==> config.mk <==
export PLATFORM = sky130hd
export DESIGN_NAME = imem_loader_flat
export DESIGN_NICKNAME = d
export VERILOG_FILES = /design/src/rtl/imem_loader_if.sv /design/src/rtl/imem_loader.sv /design/src/flat_wrapper.sv
export SDC_FILE = /design/constraint.sdc
export NUM_CORES = 1
export LEC_CHECK = 0
export ABC_AREA = 1
export CORE_ASPECT_RATIO = 1.25
export CORE_MARGIN = 2
export CORE_UTILIZATION = 54
export DETAILED_ROUTE_END_ITERATION = 6
export GPL_TIMING_DRIVEN = 0
export HOLD_SLACK_MARGIN = 0.12
export PLACE_DENSITY = 0.79
export SETUP_SLACK_MARGIN = 0.02
export SYNTH_ARGS = -nofsm -noshare
export SYNTH_HDL_FRONTEND = slang
export SYNTH_SLANG_ARGS = --single-unit
export TNS_END_PERCENT = 5
==> constraint.sdc <==
create_clock -name clock -period 1.8 [get_ports clock]
set_input_delay 0.36 -clock clock [delete_from_list [all_inputs] [get_ports clock]]
set_output_delay 0.36 -clock clock [all_outputs]
set_load 0.005 [all_outputs]
==> src/rtl/imem_loader_if.sv <==
// ============================================================================
// Module      : imem_loader_if
// Description : Byte-stream receive handshake and instruction-memory write
//               bus shared by the image loader and its host/memory.
// Revision    : 1.0 - initial release
// ============================================================================
`default_nettype none

interface imem_loader_if #(
    parameter int ADDR_W = 5
);
    logic [7:0]        rx_data;
    logic              rx_valid;
    logic              rx_ready;
    logic              imem_we;
    logic [ADDR_W-1:0] imem_addr;
    logic [31:0]       imem_wdata;

    modport slave (
        input  rx_data, rx_valid,
        output rx_ready, imem_we, imem_addr, imem_wdata
    );

    modport master (
        output rx_data, rx_valid,
        input  rx_ready, imem_we, imem_addr, imem_wdata
    );
endinterface

`default_nettype wire

==> src/rtl/imem_loader.sv <==
// ============================================================================
// Module      : imem_loader
// Description : Receives a count-prefixed big-endian word image over a byte
//               stream, writes it to instruction memory, then releases the CPU.
//               Define LOADER_CHECKSUM_EN to append and verify an XOR checksum.
// Revision    : 1.0 - initial release
// ============================================================================
`default_nettype none

module imem_loader #(
    parameter int ADDR_W = 5
) (
    input  wire logic    clock,
    input  wire logic    reset,
    imem_loader_if.slave bus,
    output logic         cpu_run,
    output logic         busy,
    output logic         error
);

    localparam int unsigned MAX_WORDS = 2 ** ADDR_W;

    typedef enum logic [2:0] {
        IDLE  = 3'd0,
        DATA  = 3'd1,
        WRITE = 3'd2,
`ifdef LOADER_CHECKSUM_EN
        CHK   = 3'd3,
`endif
        DONE  = 3'd4,
        ERR   = 3'd5
    } state_t;

    state_t            r_state;
    logic [7:0]        r_words_left;
    logic [1:0]        r_byte_cnt;
    logic [ADDR_W-1:0] r_word_idx;
    logic [23:0]       r_asm;
    logic              r_rx_ready;
    logic              r_we;
    logic [ADDR_W-1:0] r_addr;
    logic [31:0]       r_wdata;
    logic              r_cpu_run;
    logic              r_busy;
    logic              r_error;
`ifdef LOADER_CHECKSUM_EN
    logic [7:0]        r_xor;
`endif

    logic w_accept;
    logic w_count_bad;

    assign w_accept    = bus.rx_valid && r_rx_ready;
    assign w_count_bad = (bus.rx_data == 8'd0) || ({24'd0, bus.rx_data} > MAX_WORDS);

    always_ff @(posedge clock or negedge reset) begin
        if (!reset) begin
            r_state      <= IDLE;
            r_words_left <= 8'd0;
            r_byte_cnt   <= 2'd0;
            r_word_idx   <= '0;
            r_asm        <= 24'd0;
            r_rx_ready   <= 1'b0;
            r_we         <= 1'b0;
            r_addr       <= '0;
            r_wdata      <= 32'd0;
            r_cpu_run    <= 1'b0;
            r_busy       <= 1'b0;
            r_error      <= 1'b0;
`ifdef LOADER_CHECKSUM_EN
            r_xor        <= 8'd0;
`endif
        end else begin
            r_we <= 1'b0;
            case (r_state)
                IDLE: begin
                    r_rx_ready <= 1'b1;
                    if (w_accept) begin
                        if (w_count_bad) begin
                            r_state    <= ERR;
                            r_error    <= 1'b1;
                            r_rx_ready <= 1'b0;
                        end else begin
                            r_state      <= DATA;
                            r_words_left <= bus.rx_data;
                            r_byte_cnt   <= 2'd0;
                            r_word_idx   <= '0;
                            r_busy       <= 1'b1;
`ifdef LOADER_CHECKSUM_EN
                            r_xor        <= 8'd0;
`endif
                        end
                    end
                end
                DATA: begin
                    if (w_accept) begin
                        r_asm      <= {r_asm[15:0], bus.rx_data};
                        r_byte_cnt <= r_byte_cnt + 2'd1;
`ifdef LOADER_CHECKSUM_EN
                        r_xor      <= r_xor ^ bus.rx_data;
`endif
                        // Fourth byte completes the word; present it next cycle.
                        if (r_byte_cnt == 2'd3) begin
                            r_state    <= WRITE;
                            r_we       <= 1'b1;
                            r_addr     <= r_word_idx;
                            r_wdata    <= {r_asm, bus.rx_data};
                            r_rx_ready <= 1'b0;
                        end
                    end
                end
                WRITE: begin
                    if (r_words_left == 8'd1) begin
`ifdef LOADER_CHECKSUM_EN
                        r_state    <= CHK;
                        r_rx_ready <= 1'b1;
`else
                        r_state    <= DONE;
                        r_busy     <= 1'b0;
                        r_cpu_run  <= 1'b1;
`endif
                    end else begin
                        // Index only advances when another word follows, so it never wraps.
                        r_state      <= DATA;
                        r_rx_ready   <= 1'b1;
                        r_words_left <= r_words_left - 8'd1;
                        r_word_idx   <= r_word_idx + ADDR_W'(1);
                    end
                end
`ifdef LOADER_CHECKSUM_EN
                CHK: begin
                    if (w_accept) begin
                        r_rx_ready <= 1'b0;
                        r_busy     <= 1'b0;
                        if (bus.rx_data == r_xor) begin
                            r_state   <= DONE;
                            r_cpu_run <= 1'b1;
                        end else begin
                            r_state <= ERR;
                            r_error <= 1'b1;
                        end
                    end
                end
`endif
                DONE: begin
                    r_state <= DONE;
                end
                ERR: begin
                    r_state <= ERR;
                end
                default: begin
                    r_state    <= ERR;
                    r_error    <= 1'b1;
                    r_rx_ready <= 1'b0;
                    r_busy     <= 1'b0;
                    r_cpu_run  <= 1'b0;
                end
            endcase
        end
    end

    assign bus.rx_ready   = r_rx_ready;
    assign bus.imem_we    = r_we;
    assign bus.imem_addr  = r_addr;
    assign bus.imem_wdata = r_wdata;
    assign cpu_run        = r_cpu_run;
    assign busy           = r_busy;
    assign error          = r_error;

endmodule

`default_nettype wire

==> src/flat_wrapper.sv <==
// flat-port wrapper written by rule: the top's interface ports become plain ports
module imem_loader_flat 
#(
    parameter int ADDR_W = 5
)
  (clock, reset, cpu_run, busy, error, bus_rx_data, bus_rx_valid, bus_rx_ready, bus_imem_we, bus_imem_addr, bus_imem_wdata);
  imem_loader_if #(.ADDR_W(ADDR_W)) bus_i ();
  input  wire logic clock;
  input  wire logic reset;
  output logic cpu_run;
  output logic busy;
  output logic error;
  input wire logic [$bits(bus_i.rx_data)-1:0] bus_rx_data;
  input wire logic [$bits(bus_i.rx_valid)-1:0] bus_rx_valid;
  output wire logic [$bits(bus_i.rx_ready)-1:0] bus_rx_ready;
  output wire logic [$bits(bus_i.imem_we)-1:0] bus_imem_we;
  output wire logic [$bits(bus_i.imem_addr)-1:0] bus_imem_addr;
  output wire logic [$bits(bus_i.imem_wdata)-1:0] bus_imem_wdata;
  assign bus_i.rx_data = bus_rx_data;
  assign bus_i.rx_valid = bus_rx_valid;
  assign bus_rx_ready = bus_i.rx_ready;
  assign bus_imem_we = bus_i.imem_we;
  assign bus_imem_addr = bus_i.imem_addr;
  assign bus_imem_wdata = bus_i.imem_wdata;
  imem_loader #(.ADDR_W(ADDR_W)) u_core (.clock(clock), .reset(reset), .bus(bus_i), .cpu_run(cpu_run), .busy(busy), .error(error));
endmodule
# [Word-level counts from Yosys, hierarchy flattened]
# Cells that the tools add are included.
[totals] out_inout_bits=42 in_bits=11 register_bits=84 wordCells=88
[op_classes] reduce_logical=19 order_cmp=1 n_bitwise=4 mux=36 n_eq_ne=13 add_sub_neg=3
[ops] operator="8-bit 2-to-1 mux" n=3
[ops] operator="8-bit case mux with 2 select lines" n=1
[ops] operator="4-bit AND reduction" n=4
[ops] operator="3-bit 2-to-1 mux" n=5
[ops] operator="5-bit 2-to-1 mux" n=3
[ops] operator="1-bit 2-to-1 mux" n=14
[ops] operator="3-bit case mux with 4 select lines" n=1
[ops] operator="2-bit by 1-bit inequality test with 1-bit output (second input constant)" n=5
[ops] operator="5-bit case mux with 2 select lines" n=1
[ops] operator="3-bit AND reduction" n=3
[ops] operator="8-bit by 1-bit equality test with 1-bit output (second input constant)" n=1
[ops] operator="8-bit by 6-bit > comparator with 1-bit output (second input constant)" n=1
[ops] operator="8-bit zero test" n=1
[ops] operator="4-bit OR reduction" n=2
[ops] operator="8-bit by 1-bit subtractor with 8-bit output (second input constant)" n=1
[ops] operator="3-bit equality test (second input constant)" n=2
[ops] operator="2-bit 2-to-1 mux" n=3
[ops] operator="5-bit by 1-bit adder with 5-bit output (second input constant)" n=1
[ops] operator="2-bit inequality test (second input constant)" n=2
[ops] operator="1-bit NOT" n=4
[ops] operator="1-bit case mux with 2 select lines" n=2
[ops] operator="1-bit case mux with 4 select lines" n=1
[ops] operator="2-bit case mux with 2 select lines" n=1
[ops] operator="2-bit AND reduction" n=2
[ops] operator="other kinds (11)" n=12

# [Depth between registers and ports, before layout]
# Gate-level depths: netlist of run 1.
[depth] word_depth=5 mapped_depth=9 mapped_depth_nobuf=9

# [Worst setup path before layout of run 1]
# OpenSTA, ideal clock, no wires.
[synth_path] kind="register to register" start="register u_core.r_words_left[3]" end="register u_core.r_words_left[3]" required_ns=1.683 n_path_buf=1 stages_incl_launch_ff=8 setup_time_ns=0.117 slack_ns=0.435 arrival_ns=1.248 cell_sequence="dfrtp_1 -> nor2_1 -> nand2_1 -> o21ai_2 -> nand2_2 -> clkbuf_8 -> nand4_1 -> nand2_1"
[synth_via] elab_chain_cells=3 word_cells_on_any_way=6
[synth_rtl] item="start: declaration" line="imem_loader.sv:35" source="logic [7:0] r_words_left;"
[synth_rtl] item="start signal: assignment" line="imem_loader.sv:85" source="r_words_left <= bus.rx_data;"
[synth_rtl] item="start signal: assignment" line="imem_loader.sv:126" source="r_words_left <= r_words_left - 8'd1;"
[synth_rtl] item="8-bit by 1-bit subtractor with 8-bit output / 8-bit by 1-bit equality test with 1-bit output (equally long branches)" line="imem_loader.sv:126, imem_loader.sv:113"
[synth_rtl] item="8-bit 2-to-1 mux / 2-bit inequality test (equally long branches)"
[synth_rtl] item="8-bit case mux with 2 select lines / 4-bit AND reduction (equally long branches)"
# Several ways; a longest one is shown, not always the timed one. The select of a mux whose other input is x is not followed.
# A chain may end at the register's enable or synchronous reset.

# [Worst setup path after layout of run 1]
[layout_path] start="register u_core.r_words_left[3]" end="register u_core.r_word_idx[2]"
[layout_via] elab_chain_cells=3
[layout_rtl] item="8-bit by 1-bit equality test with 1-bit output" line="imem_loader.sv:113" source="if (r_words_left == 8'd1) begin"
[layout_rtl] item="2-bit inequality test (no source line)"
[layout_rtl] item="4-bit AND reduction (no source line)"
[layout_rtl] item="end signal: assignment" line="imem_loader.sv:127" source="r_word_idx <= r_word_idx + ADDR_W'(1);"
[layout_rtl] item="end: declaration" line="imem_loader.sv:37" source="logic [ADDR_W-1:0] r_word_idx;"
# Every way passes these cells.

==> reports/results.ini, run 1 <==
[clock_network]
cts_tree = yes
numClockSinks = 84
clk_latency_ns = 0.35
cts_inserted_buffers = 9
cts-root-buf = clkbuf_8
path_clk_slew_ns = 0.09
htree_levels = 3
cts_buffer_depth = 2

[final_layout]
fill_cells = 527
regArea_sq_um = 2100
multi_input_area_sq_um = 1310
layout-drive-gt1-share_pct = 8.84
finish.utilization_pct = 69.4
diodes = 0
area.growth.synth_to_final_pct = 24.0
final_net_count = 508

[place]
place_hpwl_mm = 6.12
port_buffers = 52
gp_congestion = 0.917

[routing]
drt_iter0_drc = 245
wire_per_inst_um = 14.4
route.vias.total = 3040
drtPass1Iterations = 4
wirelength_mm = 8.44
drc = 0
avgViaCountPerCell = 5.20
antenna_left = 0

[yosys]
synth_most_common_cell = nand2_1
synth.top_cell.area_share_pct = 57.2
syn_area_per_cell_sq_um = 8.61
synth_area_leader_cell = dfrtp_1
synthAdderAreaFrac_pct = 1.36
async_flop_share_pct = 100
ys.flop_type = dfrtp_1
yosys.area_share.simple_pct = 23.3
synth_common_cells = nand2_1, dfrtp_1, inv_1
synth.cell_area_sq_um = 3680
synth_cell_types = 27
ys_seq_area_share_pct = 57.2
synth.area.mux_share_pct = 0
synth-xor-area-share_pct = 0.953
syn_inst = 427
netlist_top_cells_area = dfrtp_1, nand2_1, o21ai_0
yosys_warnings = 0
synth-compound-area-share_pct = 9.60
synth_nets = 442
synth_edf_count = 0
ys_ff_latch = 84
synth_top_family_by_area = simple AND/OR/NAND/NOR gates

[die]
num_io_pins = 53
start_util_pct = 56.0
rows = 33
core_area_sq_um = 6570
die_w_um = 77.8
dieArea_sq_um = 7490
dieHeight_um = 96.2

[global_routing]
grt_pass1_vias = 2991
overflow = 0
antenna_found_initial = 0
grt_usage_pct = 24.9
grt_pass1_wl_mm = 14.3
grt_max_degree = 59

[pwr]
power.leakage_nw = 2.27
ir_worst_vdd_uv = 458
power.density_nw_per_um2 = 731

[setup_path]
worst_r2r_startpoint = u_core.r_words_left[3]
cp_max_fo = 10
r2r_cells = 8
r2r_setup_slack_ns = 0.17
required_ns = 2.09
cp.arrival_ns = 1.92
path_class = register to register
cp-start-kind = register
r2r-end = u_core.r_word_idx[2]
critPathCaptureType = register

[timing]
rsz0062_at_grt = no
tightest_slew_ns = 0.476
setup_viol = 0
maxSlewHeadroom_pct = 68.3
finalHoldViolCount = 0
holdWs_ns = 0.464
finalCritPeriodShare_pct = 90.3
drv_slew = 0
max_freq_mhz = 615
skew_ns = 0.00718
post-route-min-period_ns = 1.63

[run]
drv_cap = 0

[status]
status = finished, final reports clean

[min_path]
hp-class = input pin to async pin

worst max path at each step:
stage / slack, ns / end / startpoint / cells after the start
2_1_floorplan: 0.43 / u_core.r_words_left[3] / u_core.r_words_left[3] / 7
3_3_place_gp: -2.50 / u_core.r_word_idx[1] / reset / 1
3_5_place_dp: -0.38 / u_core.r_word_idx[2] / bus_rx_data[6] / 9
4_1_cts: 0.04 / u_core.r_word_idx[2] / bus_rx_data[6] / 9
5_1_grt: 0.05 / u_core.r_words_left[3] / u_core.r_state[2] / 9
6_report: 0.17 / u_core.r_word_idx[2] / u_core.r_words_left[3] / 8
sequential cells by signal, summed over array words and instances, names as in the netlist:
signal and flops:
u_core.bus.imem_we 1, u_core.bus.imem_wdata 32, u_core.r_words_left 8, u_core.busy 1
u_core.bus.imem_addr 5, u_core.r_state 3, u_core.cpu_run 1, u_core.error 1
u_core.r_word_idx 5, u_core.bus.rx_ready 1, u_core.r_asm 24, u_core.r_byte_cnt 2
cell type report:
| type | instances | share of cell area [%] |
|---|---|---|
| buffer | 15 | 2.33 |
| clock buffer | 9 | 2.72 |
| clock inverter | 7 | 1.62 |
| inverter | 46 | 3.82 |
| multi-input combinational | 282 | 28.6 |
| sequential | 84 | 46.1 |
| tap | 87 | 2.39 |
| timing repair buffer | 55 | 12.4 |
cell families after synthesis:
logic type                 after synthesis
AOI/OAI and AO/OA                       69
buffers and inverters                   61
adders and majority gates                4
xor gates and xnor gates                 4
DFF                                     84
and+or+nand+nor                        205
layout by cell type, fill, tap and decap left out, drive strengths merged:
cell type      count
nand2            149
dfrtp             84
o21ai             65
clkdlybuf4s50     51
inv               47
nor2              27
nand4             14
clkbuf            14
buf               13
nand3              9
ha                 4
clkinv             4
nor3               3
nand3b             3
xor2               3
a21oi              2
o22ai              1
xnor2              1
o21a               1
clkinvlp           1
bufinv             1
dlygate4sd3        1
per-stage QoR:
step | power (W) | cells | setup slack, ns | area [sq um] | setup TNS [ns]
after detailed placement | 0.00202 | 567 | -0.382 | 4330 | -15.96
after global placement | 0.00201 | 566 | -2.50 | 4310 | -223.79
after floorplan | 0.00194 | 427 | 0.435 | 3680 | 0
after global routing | 0.00346 | 585 | 0.0475 | 4560 | 0
after CTS | 0.00336 | 584 | 0.0378 | 4540 | 0
final | 0.00333 | 585 | 0.175 | 4560 | 0
report_power, final:
part           switching, W  internal [W]
clock              0.000705      0.000648
combinational     0.0000605     0.0000328
sequential                0       0.00188
worst max-delay path, cell delays in order, from the launching register on:
cell	delay, ns
dfrtp_1	0.43
nor2_1	0.29
nand2_1	0.15
o21ai_2	0.19
nand2_2	0.12
nand3_2	0.13
buf_6	0.15
nand2_1	0.06
nand2_1	0.05
per-layer routing:
layer / track usage [%] / share of wire [%]
met5: 0 / 0
met4: 11.9 / 2.0
met3: 3.00 / 3.4
met2: 43.4 / 52
met1: 31.0 / 43
repair_timing:
action,in CTS,in global routing
endpoints found under the setup margin,10,67
gates resized for setup,1,6
pin swaps,0,1
hold buffers,1,0
hold endpoints to repair,26,0
buffers inserted,0,1
Power figures use the tool's default switching activity.
==> run 2: changes to the inputs <==
--- a/config.mk
+++ b/config.mk
@@ -13,7 +13,10 @@
 export GPL_TIMING_DRIVEN = 0
 export HOLD_SLACK_MARGIN = 0.12
 export PLACE_DENSITY = 0.79
+export RECOVER_POWER = 100
 export SETUP_SLACK_MARGIN = 0.02
+export SKIP_CTS_REPAIR_TIMING = 1
+export SLEW_MARGIN = 20
 export SYNTH_ARGS = -nofsm -noshare
 export SYNTH_HDL_FRONTEND = slang
 export SYNTH_SLANG_ARGS = --single-unit
==> run 2 against run 1 <==
Against the previous run: via count is 0.13% higher; non-clock buffer count is 1 lower; first-iteration DRC count is 9.4% lower; largest power group unchanged.
==> reports/results.ini, run 2 (same netlist as run 1, synthesis figures left out) <==
[status]
status = finished, final reports clean

[die]
dieHeight_um = 96.2
start_util_pct = 56.0
core_area_sq_um = 6570
dieArea_sq_um = 7490
num_io_pins = 53
rows = 33
die_w_um = 77.8

[clock_network]
numClockSinks = 84
path_clk_slew_ns = 0.09
cts_tree = yes
htree_levels = 3
cts_buffer_depth = 2
cts-root-buf = clkbuf_8
cts_inserted_buffers = 9
clk_latency_ns = 0.36

[setup_path]
cp_max_fo = 2
required_ns = 1.44
path_class = register to primary output
r2r_setup_slack_ns = 0.16
critPathCaptureType = primary output
critPathTopFamily = buffers and inverters
worstPathCellList = dlygate4sd3_1
slowest_delay_ns = 0.59
cp_slowest_cell = dlygate4sd3_1
critPathBufInv = 1
cp.arrival_ns = 1.35
cp-start-kind = register

[global_routing]
grt_max_degree = 59
overflow = 0
grt_pass1_wl_mm = 14.3
antenna_found_initial = 0
grt_usage_pct = 24.9
grt_pass1_vias = 2985

[final_layout]
finish.utilization_pct = 68.9
diodes = 0
area.growth.synth_to_final_pct = 23.1
final_net_count = 507
largest_register_ff_count = 32
final_common_cell = nand2_1
layout-drive-gt1-share_pct = 8.65
layout_common_cells = nand2_1, dfrtp_1, o21ai_0
fill_cells = 528

[routing]
wirelength_mm = 8.45
drc = 0
avgViaCountPerCell = 5.21
route.vias.total = 3044
drt_iter0_drc = 222
antenna_left = 0
drtPass1Iterations = 4
wire_per_inst_um = 14.5

[timing]
post-route-min-period_ns = 1.71
maxSlewHeadroom_pct = 54.6
holdWs_ns = 0.470
skew_ns = 0.00699
finalHoldViolCount = 0
setup_viol = 0
rsz0062_at_grt = yes
finalCritPeriodShare_pct = 94.8
max_freq_mhz = 586
drv_slew = 0
tightest_slew_ns = 0.681

[pwr]
power.leakage_nw = 2.39
ir_worst_vdd_uv = 459
power.density_nw_per_um2 = 734

[place]
place_hpwl_mm = 6.12
gp_congestion = 0.917
port_buffers = 52

[run]
drv_cap = 0

[min_path]
hp-class = register to register

==> run 2: changes by cell type in the layout (fill, tap and decap cells not counted), sizes merged <==
cell	before	now
clkdlybuf4s50	51	9
dlygate4sd3	1	43
clkbuf	14	19
buf	13	7
==> run 2: final timing paths <==
check,from,end,cells after the start
max,u_core.bus.imem_wdata[5],bus_imem_wdata[5],1
min,u_core.bus.imem_wdata[30],u_core.bus.imem_wdata[30],2
max reg2reg,u_core.r_words_left[3],u_core.r_word_idx[2],8
min reg2reg,u_core.bus.imem_wdata[30],u_core.bus.imem_wdata[30],2
max in group asynchronous,reset,u_core.r_word_idx[2],3
min in group asynchronous,reset,u_core.bus.imem_wdata[18],2
==> run 2: where the power goes <==
group | internal (W) | switching [W]
logic | 0.0000278 | 0.0000593
registers | 0.00188 | 0
clock network | 0.000648 | 0.000703
==> run 2: area by class of cell <==
class                           count  area (sq um)  area share, %
Buffer                             15          98.8           2.18
Clock buffer                        9           124           2.74
Clock inverter                      7          73.8           1.63
Inverter                           46           176           3.90
Multi-Input combinational cell    282          1300           28.8
Sequential cell                    84          2100           46.5
Tap cell                           87           109           2.41
Timing Repair Buffer               54           537           11.9
==> run 2: per-stage QoR <==
stage               setup TNS (ns)  area (sq um)  setup WS [ns]  std cells  power (W)
floorplan                        0          3680          0.435        427    0.00194
global placement           -223.79          4310          -2.50        566    0.00201
detailed placement          -15.96          4330         -0.382        567    0.00202
CTS                       -0.00325          4530       -0.00220        583    0.00336
global route                     0          4520         0.0117        584    0.00345
finish                           0          4520         0.0940        584    0.00332
==> run 2: layer usage <==
layer | up-vias | GRT usage [%] | wire [um]
met5 | - | 0 | 0
met4 | 0 | 11.9 | 165
met3 | 13 | 3.10 | 336
met2 | 70 | 43.3 | 4370
met1 | 1476 | 31.0 | 3580
li1 | 1485 | - | -
==> run 3: changes to the inputs <==
--- a/config.mk
+++ b/config.mk
@@ -14,6 +14,7 @@
 export HOLD_SLACK_MARGIN = 0.12
 export PLACE_DENSITY = 0.79
 export RECOVER_POWER = 100
+export REMOVE_ABC_BUFFERS = 1
 export SETUP_SLACK_MARGIN = 0.02
 export SKIP_CTS_REPAIR_TIMING = 1
 export SLEW_MARGIN = 20
==> run 3 against run 2 <==
Against the previous run: non-clock buffer count decreased by 11; total power increased by 5.5%; fmax decreased by 5.2%; final cell count decreased by 1.5%; first-iteration DRC count increased by 17%; critical endpoint is now u_core.bus.imem_wdata[3]; combinational power about the same; clock-buffer cell count increased by 1; via count decreased by 0.62%; clock power increased by 13%.
==> reports/results.ini, run 3 (same netlist as run 1, synthesis figures left out) <==
[status]
status = finished, final reports clean

[die]
core_area_sq_um = 6570
start_util_pct = 56.0
rows = 33
num_io_pins = 53
die_w_um = 77.8
dieHeight_um = 96.2
dieArea_sq_um = 7490

[clock_network]
path_clk_slew_ns = 0.09
htree_levels = 3
cts_buffer_depth = 2
cts_tree = yes
numClockSinks = 84
clk_latency_ns = 0.35
cts-root-buf = clkbuf_8
cts_inserted_buffers = 9

[setup_path]
worst_r2r_startpoint = u_core.r_state[2]
startpoint = bus_rx_valid
r2r_cells = 8
r2r-end = u_core.r_words_left[1]
worstPathCellList = clkdlybuf4s50_1 > nand2_1 > inv_1 > nand2_2 > nor2_4 > inv_8 > nand2_1 > o21ai_0
critPathCaptureType = register
critPathMostFrequentCell = nand2_1
required_ns = 2.02
path_class = input pin to register
cp_slowest_cell = clkdlybuf4s50_1
cp.arrival_ns = 2.02
cp_max_fo = 64
cp-start-kind = input pin
slowest_delay_ns = 0.45
r2r_setup_slack_ns = 0.05
critical_path.endpoint = u_core.bus.imem_wdata[3]

[final_layout]
layout_common_cells = nand2_1, dfrtp_1, clkdlybuf4s50_1
layout-drive-gt1-share_pct = 7.99
final_common_cell = nand2_1
multi_input_area_sq_um = 1350
largest_register_ff_count = 32
final_net_count = 498
fill_cells = 505
diodes = 0
area.growth.synth_to_final_pct = 23.6
regArea_sq_um = 2100

[routing]
drtPass1Iterations = 5
route.vias.total = 3025
avgViaCountPerCell = 5.26
wirelength_mm = 7.86
drc = 0
antenna_left = 0
wire_per_inst_um = 13.7
drt_iter0_drc = 259

[place]
port_buffers = 52
place_hpwl_mm = 5.06
post-place-ws_ns = -0.655
gp_congestion = 0.876

[timing]
finalWorstSetupSlack_ns = 0.000234
finalCritPeriodShare_pct = 100
setup_viol = 0
tightest_slew_ns = 0.697
skew_ns = 0.00802
max_freq_mhz = 556
maxSlewHeadroom_pct = 53.5
rsz0062_at_grt = yes
holdWs_ns = 0.481
finalHoldViolCount = 0
drv_slew = 0
post-route-min-period_ns = 1.80

[global_routing]
antenna_found_initial = 0
grt_pass1_wl_mm = 12.4
grt_max_degree = 65
grt_pass1_vias = 2757
grt_usage_pct = 21.2
overflow = 0

[pwr]
p_total_w = 0.00351
power.leakage_nw = 2.26
power.density_nw_per_um2 = 772
ir_worst_vdd_uv = 485

[run]
drv_cap = 0

[min_path]
hold_start = u_core.bus.imem_wdata[30]
hp-class = register to register

[run 3: changes by cell type in the layout (fill, tap and decap cells not counted), sizes merged]
cell	before	now
bufinv	1	2
buf	7	5
clkbuf	19	11
inv	47	48
clkinv	4	1
dlygate4sd3	43	1
clkdlybuf4s50	9	51
nand3	9	10
nor2	27	28
[run 3: final cells by class]
type                            instances  share of cell area [%]
Sequential cell                        84                    46.3
Multi-Input combinational cell        284                    29.7
Timing Repair Buffer                   58                    12.5
Inverter                               46                    4.02
Clock buffer                           10                    3.03
Tap cell                               87                    2.40
Clock inverter                          6                    2.07
[run 3: how the worst min path moves through the flow]
stage | depth (start not counted) | endpoint
2_1_floorplan | 0 | u_core.bus.imem_addr[0]
3_5_place_dp | 1 | u_core.bus.imem_wdata[25]
5_1_grt | 2 | u_core.bus.imem_wdata[7]
6_report | 2 | u_core.bus.imem_wdata[30]
3_3_place_gp | 2 | u_core.bus.imem_wdata[29]
4_1_cts | 1 | u_core.bus.imem_wdata[25]
[run 3: critical path: cells and delay by family]
family | cells | cell delay, ns
AND/OR/NAND/NOR | 4 | 0.72
buffers and inverters | 3 | 0.83
AO/OA/AOI/OAI | 1 | 0.09
[run 3: routing by layer]
metal | track usage [%] | routed length, um | vias to the layer above
li1 | - | - | 1475
met1 | 27.7 | 3360 | 1443
met2 | 34.7 | 3980 | 94
met3 | 4.60 | 387 | 13
met4 | 8.33 | 137 | 0
met5 | 0 | 0 | -
[run 3: metrics by stage]
stage | util (%) | std cells | TNS, ns | cell area [sq um]
finish | 69.2 | 575 | 0 | 4540
global placement | 64.0 | 551 | -240.93 | 4200
detailed placement | 64.4 | 552 | -33.28 | 4230
floorplan | - | 412 | 0 | 3570
global route | 69.2 | 575 | -4.36 | 4540
CTS | 67.9 | 568 | -9.81 | 4460
[run 3: report_power, final]
group | switching [W] | internal [W] | leakage, nW
registers | 0 | 0.00189 | 1.03
clock network | 0.000703 | 0.000832 | 0.113
logic | 0.0000589 | 0.0000280 | 1.12
total | 0.000762 | 0.00274 | 2.26
